File: src/rtl/irq_priority_controller.sv
// Registered 8-input interrupt front-end: synchronise, latch pending, mask,
// resolve the highest unmasked index and run a single irq/ack/eoi handshake.
module irq_priority_controller #(
    parameter int unsigned N_SYNC     = 2,
    parameter bit          EDGE_MODE  = 1'b1,
    parameter logic [7:0]  RESET_MASK = 8'h00
) (
    input  logic       clk,
    input  logic       rst,
    input  logic [7:0] req,
    input  logic       mask_wr,
    input  logic [7:0] mask_in,
    input  logic       ack,
    input  logic       eoi,
    output logic       irq,
    output logic [2:0] vector,
    output logic [7:0] pending,
    output logic [7:0] in_service,
    output logic [7:0] mask
);

    typedef enum logic [1:0] {
        IDLE,
        ASSERT,
        SERVICE
    } state_t;

    logic [N_SYNC-1:0][7:0] sync_q;
    logic [7:0]             s_prev_q;
    logic [7:0]             s;
    logic [7:0]             set_vec;
    logic [7:0]             clr_vec;
    logic [7:0]             pending_q;
    logic [7:0]             mask_q;
    logic [7:0]             eligible;
    logic [2:0]             winner;

    state_t     state_q, state_d;
    logic       irq_q, irq_d;
    logic [2:0] vector_q, vector_d;
    logic [7:0] in_service_q, in_service_d;

    assign s        = sync_q[N_SYNC-1];
    assign set_vec  = EDGE_MODE ? (s & ~s_prev_q) : s;
    assign eligible = pending_q & ~mask_q;

    // NOTE: sequential state uses non-blocking assignments so every flop samples
    // pre-edge values regardless of statement order.
    always_ff @(posedge clk or posedge rst) begin
        if (rst) begin
            sync_q    <= '0;
            s_prev_q  <= '0;
            pending_q <= '0;
            mask_q    <= RESET_MASK;
        end else begin
            sync_q    <= {sync_q[N_SYNC-2:0], req};
            s_prev_q  <= s;
            // A set arriving on the same edge as an ack-clear must survive.
            pending_q <= (pending_q & ~clr_vec) | set_vec;
            if (mask_wr) begin
                mask_q <= mask_in;
            end
        end
    end

    // Ascending scan: the last hit is the highest eligible index.
    always_comb begin
        winner = '0;
        for (int i = 0; i < 8; i++) begin
            if (eligible[i]) begin
                winner = 3'(i);
            end
        end
    end

    always_ff @(posedge clk or posedge rst) begin
        if (rst) begin
            state_q      <= IDLE;
            irq_q        <= 1'b0;
            vector_q     <= '0;
            in_service_q <= '0;
        end else begin
            state_q      <= state_d;
            irq_q        <= irq_d;
            vector_q     <= vector_d;
            in_service_q <= in_service_d;
        end
    end

    // NOTE: every signal driven here gets a default first so no path infers a latch.
    always_comb begin
        state_d      = state_q;
        irq_d        = irq_q;
        vector_d     = vector_q;
        in_service_d = in_service_q;
        clr_vec      = '0;
        case (state_q)
            IDLE: begin
                irq_d = 1'b0;
                if (|eligible) begin
                    vector_d = winner;
                    irq_d    = 1'b1;
                    state_d  = ASSERT;
                end
            end
            ASSERT: begin
                // vector stays frozen here; later higher-priority arrivals wait.
                if (ack) begin
                    clr_vec      = 8'b1 << vector_q;
                    in_service_d = 8'b1 << vector_q;
                    irq_d        = 1'b0;
                    state_d      = SERVICE;
                end else if (!eligible[vector_q]) begin
                    irq_d   = 1'b0;
                    state_d = IDLE;
                end
            end
            SERVICE: begin
                irq_d = 1'b0;
                if (eoi) begin
                    in_service_d = '0;
                    state_d      = IDLE;
                end
            end
            default: begin
                irq_d   = 1'b0;
                state_d = IDLE;
            end
        endcase
    end

    assign irq        = irq_q;
    assign vector     = vector_q;
    assign pending    = pending_q;
    assign in_service = in_service_q;
    assign mask       = mask_q;

endmodule
File: config.mk
export PLATFORM = sky130hd
export DESIGN_NAME = irq_priority_controller
export DESIGN_NICKNAME = d
export VERILOG_FILES = /design/src/rtl/irq_priority_controller.sv
export SDC_FILE = /design/constraint.sdc
export NUM_CORES = 1
export LEC_CHECK = 0
export CAP_MARGIN = 20
export CORE_MARGIN = 2
export CORE_UTILIZATION = 48
export CTS_CLUSTER_SIZE = 8
export DETAILED_ROUTE_END_ITERATION = 6
export HOLD_SLACK_MARGIN = 0.15
export PLACE_DENSITY = 0.78
export SYNTH_ARGS = -nofsm -noshare
export SYNTH_HDL_FRONTEND = slang
export SYNTH_SLANG_ARGS = --single-unit
File: constraint.sdc
create_clock -name clk -period 2.37 [get_ports clk]
set_input_delay 0.474 -clock clk [delete_from_list [all_inputs] [get_ports clk]]
set_output_delay 0.474 -clock clk [all_outputs]
set_load 0.005 [all_outputs]
* After elaboration in Yosys (flattened, before gate mapping)
Index checks and enable logic that the tools add are counted.
** Word-level totals
- Bits in registers :: 54
- Latch bits :: 0
- Memory bits (writable) :: 0
- Bits in read-only memories :: 0
- Bits of input ports :: 21
- Output and inout port bits :: 28
- Word-level logic and storage cells :: 53
- Memories :: 0
** Operators by class
- Add/subtract/negate cells :: 0
- Multipliers :: 0
- Divide/modulo/power cells :: 0
- $lt $le $gt $ge :: 1
- Equal/unequal tests :: 6
- Shift-type cells :: 1
- Muxes and demuxes :: 23
- Bitwise logic cells :: 7
- Reduce and logical (&&, ||, !) cells :: 6
** Operator list (count)
- two-way mux 8 bit :: 4
- bitwise AND 8 bit :: 3
- inverter 8 bit :: 3
- two-way mux 3 bit :: 6
- case mux 8 bit (2 select lines) :: 1
- two-way mux 2 bit :: 4
- bitwise OR 8 bit :: 1
- OR reduction 8 bit :: 1
- << shifter 1 x 3 -> 8 bit (first input constant) :: 1
- inequality test 2 bit (second input constant) :: 3
- case mux 2 bit (3 select lines) :: 1
- AND reduction 3 bit :: 2
- two-way mux 1 bit :: 5
- < comparator 3 x 4 -> 1 bit (second input constant) :: 1
- binary-select mux 1 bit (select 3 bit) :: 1
- inequality test 3 bit (second input constant) :: 1
- equality test 2 x 1 -> 1 bit (second input constant) :: 1
- equality test 2 bit (second input constant) :: 1
- logical NOT 2 bit :: 1
- case mux 1 bit (2 select lines) :: 1
- AND reduction 2 bit :: 1
- nonzero test 2 bit :: 1

* Longest topological paths before layout
Gate-level depths: netlist of run 1.
- Depth after elaboration :: 9
- Depth in mapped cells :: 4
- Mapped depth without buffers :: 4

* Least setup slack after synthesis of run 1
OpenSTA, ideal clock, no wires.
- Path type :: reg2reg
- Start point :: register pending_q[7] (netlist: pending[7])
- End point :: register vector_q[0] (netlist: vector[0])
- Setup time :: 0.125 ns
- Arrival :: 1.387 ns
- Required time :: 2.245 ns
- Path slack :: 0.858 ns
- Cell stages (with the launch flop) :: 5
- Path buffers :: 0
- Clock period less this slack :: 1.512 ns
- Path through :: dfrtp_1 nand2b_4 nand4_4 o41ai_4 mux2_4
** On the way
- Word-level cells in the longest chain between the ends :: 3
- Elaborated cells on any way between the ends :: 4
- Those cells by class :: mux: 1; bitwise: 1; reduce/logical: 2
** Ends and longest elaborated chain
- start, declared :: line 33 : logic [7:0] pending_q;
- start signal, assigned :: line 59 : pending_q <= (pending_q & ~clr_vec) | set_vec;
- bitwise AND 8 bit (*) :: line 45 : assign eligible = pending_q & ~mask_q;
- OR reduction 8 bit :: line 100 : if (|eligible) begin
- AND reduction 2 bit (no source line)
- end signal, assigned :: line 85 : vector_q <= vector_d;
- end, declared :: line 40 : logic [2:0] vector_q, vector_d;
Every way passes the cells marked *; elsewhere a longest branch is shown, timed or not.
A chain may end at the register's enable or synchronous reset.

* Final worst setup path of run 1
- Start point :: register vector_q[2] (netlist: vector[2])
- End point :: output vector[2]
** RTL lines
- end, declared :: line 16 : output logic [2:0] vector,
No word-level cell between the ends.

==> impl_metrics.py, run 1 <==
metrics = {
    "worst_hold_path": {
        "startpoint_of_the_lowest_slack_hold_path": "sync_q[6]",
        "hp-class": "reg -> reg",
        "whs_endpoint": "s[6]",
        "whs_path_depth": 0,
    },
    "critical_path": {
        "cp_slowest_stage_delay_ps": 570,
        "timing.critical_path.cells": "clkdlybuf4s50_1",
        "crit_end_element": "output port",
        "worst_r2r_endpoint": "vector[0]",
        "worst_r2r_startpoint": "pending[7]",
        "worstSetupPathDepth": 1,
        "worst_ep_required_time_ps": 1900,
        "critical_path.max_fanout": 12,
        "critical_path_class": "reg -> out",
        "crit_family": "flip-flops",
        "worst-endpoint-arrival_ps": 1450,
        "count_of_buffer_and_inverter_cells_on_the_critical_path": 1,
        "crit_path_start_kind": "register",
        "reg2reg_slack_ps": 710,
        "cp_slowest_cell": "dfrtp_1",
        "worst_r2r_path_depth": 4,
    },
    "final_layout": {
        "final_cell_mix": "54 x dfrtp_1, 48 x clkdlybuf4s50_1, 16 x o21ai_0",
        "final_cells": 255,
        "n_antenna_cell": 0,
        "drive_above_1_share_pct": 13.66,
        "fillers": 319,
        "finalNetCount": 225,
        "post-route-cell-area_um2": 2658,
        "syn_to_final_growth_pct": 31.84,
        "layout_commonest_cell": "dfrtp_1",
    },
    "placed_design": {
        "detailedPlace.worstSlack_ps": 533.5,
        "placedInstanceArea_um2": 2559,
        "place.detailed.hpwl_mm": 3.090,
        "buffer_ports.inserted": 48,
        "placed_cells": 247,
        "gp_congestion": 0.8166,
    },
    "synth": {
        "synth_cell_area_um2": 2016,
        "mappedNetlistNets": 171,
        "ys_seq_area_share_pct": 67.04,
        "synthCells": 150,
        "netlist-cell-type-count": 31,
        "synth.avg_cell_area_um2": 13.44,
        "synth-edff-count": 0,
        "synth_top_flop_cell": "dfrtp_1",
        "async_reset_ff_share_pct": 100.0,
        "yosys_warnings": 0,
        "yosys_register_bits": 54,
    },
    "floorplan": {
        "die-area_um2": 4733,
        "placeableCoreArea_um2": 4029,
        "die_w_um": 68.80,
        "row_count": 23,
        "floorplan.initialDensity_pct": 50.03,
        "die_h_um": 68.80,
        "io_pins": 49,
    },
    "global_route": {
        "first_global_vias": 1367,
        "antenna_violations_before_repair": 0,
        "grt_overflow": 0,
        "grt_use_total_pct": 19.66,
        "grt_pass1_wl_mm": 6.534,
        "grt_max_degree": 55,
    },
    "sta": {
        "clock_skew_ps": 7.641,
        "setup-tns-final_ps": 0,
        "final-hold-violation-count": 0,
        "relative_max_transition_margin_pct": 56.61,
        "fin_crit_sh_pct": 81.04,
        "tightest_slew_ps": 650.9,
        "setup_viol_count_final": 0,
        "grt_setup_unrepaired": "false",
        "post-route-min-period_ps": 1921,
        "slew_violations": 0,
        "postLayoutSetupSlackWorst_ps": 449.3,
        "fmax_mhz": 520.6,
    },
    "clock_network": {
        "postCtsSetupRepairBufs": 0,
        "cts.clk_slew.worst_paths_ps": 100,
        "tritoncts_sinks": 54,
        "clock_latency_on_the_worst_skew_pair_ps": 310,
        "resized_after_cts": 0,
        "clock-root-buffer": "clkbuf_8",
        "cts_tree": "done",
        "tritoncts.num_buffers": 5,
        "cts_max_level": 2,
        "clockBufferDepth": 2,
        "cts_hold_buffers": 0,
    },
    "pwr": {
        "power_frac_clock_pct": 20.6,
        "internal_power_contribution_w": 0.001784,
        "power.share.switching_pct": 32.35,
        "vdd_drop_max_uv": 468.4,
        "p_total_w": 0.002637,
        "power_frac_comb_pct": 31.6,
        "pwr_density_cell_nw_per_um2": 992.4,
        "cellLeakagePower_nw": 1.163,
        "power.sequential.fraction_pct": 47.8,
        "net-switching-power_w": 0.0008534,
    },
    "route": {
        "routed_wl_per_cell_um": 16.27,
        "routed_wirelength_mm": 4.148,
        "route.detailed.vias_per_inst": 5.314,
        "drt_first_pass_iters": 4,
        "route.vias.total": 1355,
        "initialDrtViolationCount": 64,
        "route.detailed.drc": 0,
        "ant_nets": 0,
    },
    "status": {
        "status": "finished, final reports clean",
    },
    "flow_run": {
        "maxCapViolations": 0,
    },
}
-- flip-flops by register name (all words and copies together) (netlist names) --
register,count
in_service,8
mask,8
pending,8
s,8
s_prev_q,8
sync_q,8
vector,3
state_q,2
irq,1
-- power groups by stage --
stage	combinational, W	clock, W	sequential [W]
detailed placement	0.000831	0	0.00128
CTS	0.000836	0.000559	0.00126
global route	0.000910	0.000603	0.00128
global placement	0.000803	0	0.00126
floorplan	0.000447	0	0.00123
finish	0.000833	0.000544	0.00126
-- cells in the mapped netlist (2+ instances only) --
cell | number | area share, %
o22ai_1 | 4 | 1.2
o21ai_0 | 16 | 4.0
nand3b_1 | 2 | 0.74
nor2_1 | 4 | 0.74
o31ai_1 | 3 | 1.1
o211ai_1 | 2 | 0.74
nand2b_1 | 4 | 1.2
nand2_1 | 10 | 1.9
a22o_1 | 3 | 1.3
nor3_1 | 2 | 0.50
nand2b_4 | 4 | 2.7
clkbuf_1 | 2 | 0.37
inv_1 | 14 | 2.6
dfrtp_1 | 54 | 67
nor2b_1 | 3 | 0.93
mux2_2 | 8 | 4.5
-- kinds of logic after synthesis --
| logic type | count (synthesis) | synth area share, % |
|---|---|---|
| flops | 54 | 67.04 |
| compound gates | 38 | 13.72 |
| simple gates | 32 | 10.55 |
| buf+inv | 16 | 2.980 |
| mux | 10 | 5.711 |
-- stage by stage --
stage | hold slack [ps] | utilization (%)
2_1_floorplan | 331.2 | -
3_3_place_gp | 332.2 | 63.51
3_5_place_dp | 336.3 | 63.51
4_1_cts | 357.5 | 65.96
5_1_grt | 364.7 | 65.96
6_report | 355.0 | 65.96
-- layer usage --
layer	wire length (um)	up-vias	GRT usage, %
li1	-	629	-
met1	1632	670	22.54
met2	2249	47	34.86
met3	198	9	6.006
met4	68	0	6.618
met5	0	-	0
-- worst max path at each step --
stage / end / from / slack [ps]
5_1_grt: vector[2] / vector[2] / 380
4_1_cts: vector[2] / vector[2] / 450
2_1_floorplan: in_service[0] / rst / 580
3_5_place_dp: pending[6] / ack / 530
6_report: vector[2] / vector[2] / 450
3_3_place_gp: state_q[0] / ack / 590
-- layout make-up --
cell class | count | area, um2 | area share (%)
Sequential cell | 54 | 1351 | 50.85
Multi-Input combinational cell | 80 | 604.3 | 22.74
Tap cell | 50 | 62.56 | 2.354
Inverter | 14 | 52.55 | 1.977
Timing Repair Buffer | 49 | 488.0 | 18.36
Clock buffer | 6 | 82.58 | 3.107
Clock inverter | 2 | 16.27 | 0.6121
(Power assumes the default switching activity.)
==> run 2, diff against run 1 <==
CORE_UTILIZATION = 44   (was 48)
PLACE_DENSITY = 0.75   (was 0.78)
clock period = 1.7 ns   (was 2.37 ns; I/O delays follow)
==> run 2 against run 1 <==
  * Sequential share of layout area shrank 1.0 points
  * Flip-flop and latch count is the same
  * First-iteration DRC count grew 150%
  * Via count grew 2.7%
  * Setup slack lost 380 ps
  * Non-clock buffer count grew 5
  * Cell area grew 2.3%
  * Clock skew grew 1.2 ps
==> impl_metrics.py, run 2 (synthesis results as in run 1) <==
metrics = {
    "global_route": {
        "grt_overflow": 0,
        "grt_use_total_pct": 17.67,
        "grt_max_degree": 55,
        "first_global_vias": 1445,
        "antenna_violations_before_repair": 0,
        "grt_pass1_wl_mm": 6.844,
    },
    "clock_network": {
        "clockBufferDepth": 2,
        "tritoncts_sinks": 54,
        "clock-root-buffer": "clkbuf_8",
        "clock_latency_on_the_worst_skew_pair_ps": 310,
        "cts_hold_buffers": 0,
        "cts.clk_slew.worst_paths_ps": 90,
        "cts_tree": "done",
        "tritoncts.num_buffers": 5,
        "cts_max_level": 2,
    },
    "route": {
        "routed_wl_per_cell_um": 15.56,
        "initialDrtViolationCount": 158,
        "route.detailed.drc": 0,
        "ant_nets": 0,
        "routed_wirelength_mm": 4.077,
        "drt_first_pass_iters": 4,
        "route.vias.total": 1391,
        "route.detailed.vias_per_inst": 5.309,
    },
    "critical_path": {
        "timing.critical_path.cells": "clkdlybuf4s50_1",
        "worst_r2r_startpoint": "pending[4]",
        "worst_r2r_path_depth": 6,
        "critical_path.max_fanout": 9,
        "cp_slowest_cell": "clkdlybuf4s50_1",
        "setup.worst_path.start": "vector[0]",
        "crit_path_start_kind": "register",
        "cp_slowest_stage_delay_ps": 530,
        "worst_ep_required_time_ps": 1360,
        "worst-endpoint-arrival_ps": 1290,
        "worst_r2r_endpoint": "state_q[0]",
        "crit_end_element": "output port",
        "critical_path.endpoint": "vector[0]",
        "count_of_buffer_and_inverter_cells_on_the_critical_path": 1,
        "crit_family": "buffers and inverters",
        "reg2reg_slack_ps": 130,
        "worstSetupPathDepth": 1,
        "critical_path_class": "reg -> out",
    },
    "floorplan": {
        "floorplan.initialDensity_pct": 45.98,
        "io_pins": 49,
        "row_count": 24,
        "die-area_um2": 5139,
        "die_w_um": 71.69,
        "die_h_um": 71.69,
        "placeableCoreArea_um2": 4384,
    },
    "worst_hold_path": {
        "hp-class": "reg -> reg",
    },
    "sta": {
        "fmax_mhz": 614.7,
        "relative_max_transition_margin_pct": 69.16,
        "final-hold-violation-count": 0,
        "grt_setup_unrepaired": "false",
        "post-route-min-period_ps": 1627,
        "fin_crit_sh_pct": 95.69,
        "tightest_slew_ps": 459.1,
        "setup_viol_count_final": 0,
        "setup-tns-final_ps": 0,
        "slew_violations": 0,
        "clock_skew_ps": 8.886,
    },
    "placed_design": {
        "gp_congestion": 0.8980,
        "placed_cells": 253,
        "place.detailed.hpwl_mm": 3.008,
        "buffer_ports.inserted": 48,
    },
    "pwr": {
        "vdd_drop_max_uv": 632.2,
        "pwr_density_cell_nw_per_um2": 1358,
        "p_total_w": 0.003691,
        "cellLeakagePower_nw": 1.193,
    },
    "final_layout": {
        "final_cell_mix": "52 x dfrtp_1, 48 x clkdlybuf4s50_1, 16 x o21ai_0",
        "drive_above_1_share_pct": 16.19,
        "n_antenna_cell": 0,
        "layout_commonest_cell": "dfrtp_1",
        "fillers": 323,
        "final-seq-area_um2": 1354,
        "finalNetCount": 230,
        "syn_to_final_growth_pct": 34.82,
        "multi_input_area_um2": 604.3,
        "final_cells": 262,
        "post-route-util_pct": 61.99,
    },
    "flow_run": {
        "maxCapViolations": 0,
    },
    "status": {
        "status": "finished, final reports clean",
    },
}
## run 2: worst min-delay path by stage
stage / startpoint / endpoint / slack [ps] / cells past startpoint
finish: sync_q[7] / s[7] / 350 / 0
floorplan: sync_q[0] / s[0] / 330 / 0
global placement: sync_q[7] / s[7] / 330 / 0
global route: sync_q[0] / s[0] / 370 / 0
CTS: sync_q[7] / s[7] / 360 / 0
detailed placement: sync_q[7] / s[7] / 330 / 0
## run 2: power by group
group / switching [W] / internal (W) / leakage, nW / total (W)
sequential: 0.000206 / 0.00152 / 0.623 / 0.00172
combinational: 0.000565 / 0.000689 / 0.522 / 0.00125
clock: 0.000384 / 0.000329 / 0.0482 / 0.000713
total: 0.00116 / 0.00253 / 1.19 / 0.00369
## run 2: what timing repair did
action                                  in CTS  in global routing
gates resized for setup                      1                  1
endpoints found under the setup margin       1                  2
buffers inserted                             0                  1
endpoints found under the hold margin        0                  0
## run 2: layer usage
layer / track usage [%] / share of wire, % / up-vias
met5: 0 / 0 / -
li1: - / - / 638
met2: 28.81 / 52 / 54
met1: 21.63 / 40 / 688
met4: 7.757 / 2.0 / 0
met3: 5.626 / 6.1 / 11
## run 2: per-stage QoR
stage               instance area [um2]  setup WS, ps  hold WS [ps]
finish                             2718         73.27         353.8
global route                       2718         7.957         370.1
CTS                                2709         4.321         355.3
detailed placement                 2616         17.10         334.7
global placement                   2616         70.84         332.1
floorplan                          2016         45.42         331.2
## run 2: final cells by class
class                   count  area share, %
clock buffers               7          3.177
clock inverters             1         0.1842
inverters                  14          1.934
multi-input cells          80          22.24
flip-flops and latches     54          49.82
well taps                  52          2.394
repair buffers             54          20.26
==> run 3, diff against run 2 <==
CORE_UTILIZATION = 46   (was 44)
CTS_BUF_LIST = sky130_fd_sc_hd__clkbuf_4   (was unset)
PLACE_DENSITY = 0.78   (was 0.75)
==> run 3 against run 2 <==
  * Die area decreased by 4.1%
  * Combinational power increased by 9%
  * Sequential share of layout area fell by 0.59 points
  * Critical path depth unchanged
  * Critical path type unchanged
==> impl_metrics.py, run 3 (synthesis results as in run 1) <==
metrics = {
    "sta": {
        "fmax_mhz": 604.8,
        "fin_crit_sh_pct": 97.26,
        "relative_max_transition_margin_pct": 69.85,
        "tightest_slew_ps": 448.8,
        "setup_viol_count_final": 0,
        "post-route-min-period_ps": 1653,
        "grt_setup_unrepaired": "false",
        "setup-tns-final_ps": 0,
        "final-hold-violation-count": 0,
        "clock_skew_ps": 7.149,
        "hold_slack_ps": 236.7,
        "slew_violations": 0,
    },
    "placed_design": {
        "place.detailed.hpwl_mm": 2.940,
        "placed_cells": 254,
        "buffer_ports.inserted": 48,
        "gp_congestion": 0.8755,
        "placedInstanceArea_um2": 2624,
    },
    "floorplan": {
        "die-area_um2": 4927,
        "floorplan.initialDensity_pct": 46.94,
        "placeableCoreArea_um2": 4294,
        "die_w_um": 70.20,
        "row_count": 24,
        "die_h_um": 70.20,
        "io_pins": 49,
    },
    "flow_run": {
        "maxCapViolations": 0,
    },
    "route": {
        "route.detailed.drc": 0,
        "route.detailed.vias_per_inst": 5.078,
        "routed_wl_per_cell_um": 14.59,
        "initialDrtViolationCount": 90,
        "route.vias.total": 1366,
        "drt_first_pass_iters": 6,
        "routed_wirelength_mm": 3.926,
        "ant_nets": 0,
    },
    "critical_path": {
        "cp_slowest_stage_delay_ps": 510,
        "timing.critical_path.cells": "clkdlybuf4s50_1",
        "count_of_buffer_and_inverter_cells_on_the_critical_path": 1,
        "critical_path_class": "reg -> out",
        "crit_end_element": "output port",
        "crit_family": "buffers and inverters",
        "worst-endpoint-arrival_ps": 1310,
        "cp_slowest_cell": "clkdlybuf4s50_1",
        "crit_path_start_kind": "register",
        "setup.worst_path.start": "vector[1]",
        "worst_r2r_startpoint": "pending[3]",
        "critical_path.max_fanout": 6,
        "worst_ep_required_time_ps": 1360,
    },
    "final_layout": {
        "drive_above_1_share_pct": 19.35,
        "final_cells": 269,
        "fillers": 340,
        "n_antenna_cell": 0,
        "syn_to_final_growth_pct": 36.44,
        "layout_commonest_cell": "dfrtp_1",
        "post-route-cell-area_um2": 2750,
        "final_cell_mix": "52 x dfrtp_1, 41 x clkdlybuf4s50_1, 16 x o21ai_0",
        "finalNetCount": 237,
    },
    "global_route": {
        "grt_use_met1_pct": 23.51,
        "first_global_vias": 1412,
        "use_met2_pct": 28.04,
        "grt_pass1_wl_mm": 6.789,
        "grt_overflow": 0,
        "global_routing_s_busiest_layer": "met2",
        "grt_use_total_pct": 18.10,
        "antenna_violations_before_repair": 0,
        "met3_layer_usage_reported_by_global_route_pct": 5.483,
        "grt_max_degree": 26,
    },
    "worst_hold_path": {
        "hp-class": "in -> async",
    },
    "clock_network": {
        "tritoncts_sinks": 54,
        "clock_latency_on_the_worst_skew_pair_ps": 380,
        "tritoncts.num_buffers": 5,
        "cts_hold_buffers": 0,
        "cts_max_level": 2,
        "cts_tree": "done",
        "clockBufferDepth": 2,
        "cts.clk_slew.worst_paths_ps": 150,
        "clock-root-buffer": "clkbuf_4",
    },
    "pwr": {
        "pwr_density_cell_nw_per_um2": 1317,
        "vdd_drop_max_uv": 658.8,
        "cellLeakagePower_nw": 1.227,
    },
    "status": {
        "status": "finished, final reports clean",
    },
}
[run 3: repair_timing]
item                       CTS  global route
setup buffers                3             4
pin swaps                    0             1
setup endpoints to repair    6             9
gates resized for setup      4             5
[run 3: final timing paths]
path                         endpoint  slack, ps  cells past startpoint
max                         vector[1]         50                      1
min                         sync_q[1]        240                      2
max reg2reg                state_q[0]         70                      6
min in group clk                 s[2]        370                      0
max in group asynchronous   sync_q[3]       1020                      3
min reg2reg                      s[2]        370                      0
[run 3: cell type report]
class / instances / area [um2] / share of cell area [%]
clock inverter: 3 / 23.77 / 0.8644
timing repair buffer: 61 / 613.1 / 22.29
tap: 52 / 65.06 / 2.366
sequential: 54 / 1354 / 49.23
clock buffer: 5 / 37.54 / 1.365
inverter: 14 / 52.55 / 1.911
multi-input combinational: 80 / 604.3 / 21.97
[run 3: stage by stage]
| step | setup WS, ps | total power [W] | util (%) |
|---|---|---|---|
| 2_1_floorplan | 45.42 | 0.002344 | - |
| 3_3_place_gp | 43.02 | 0.002952 | 61.10 |
| 3_5_place_dp | -47.57 | 0.002989 | 61.10 |
| 4_1_cts | 0.7774 | 0.003588 | 63.05 |
| 5_1_grt | 0.4429 | 0.003868 | 64.04 |
| 6_report | 46.58 | 0.003622 | 64.04 |
[run 3: power breakdown]
| group | switching [W] | leakage [nW] | internal [W] |
|---|---|---|---|
| Sequential | 0.000166 | 0.623 | 0.00152 |
| Clock | 0.000412 | 0.0278 | 0.000166 |
| Combinational | 0.000605 | 0.577 | 0.000757 |
[run 3: routing by layer]
layer,vias to the layer above,share of wire [%]
met1,661,43
met2,41,49
li1,655,-
met4,0,2.7
met5,-,0
met3,9,5.4
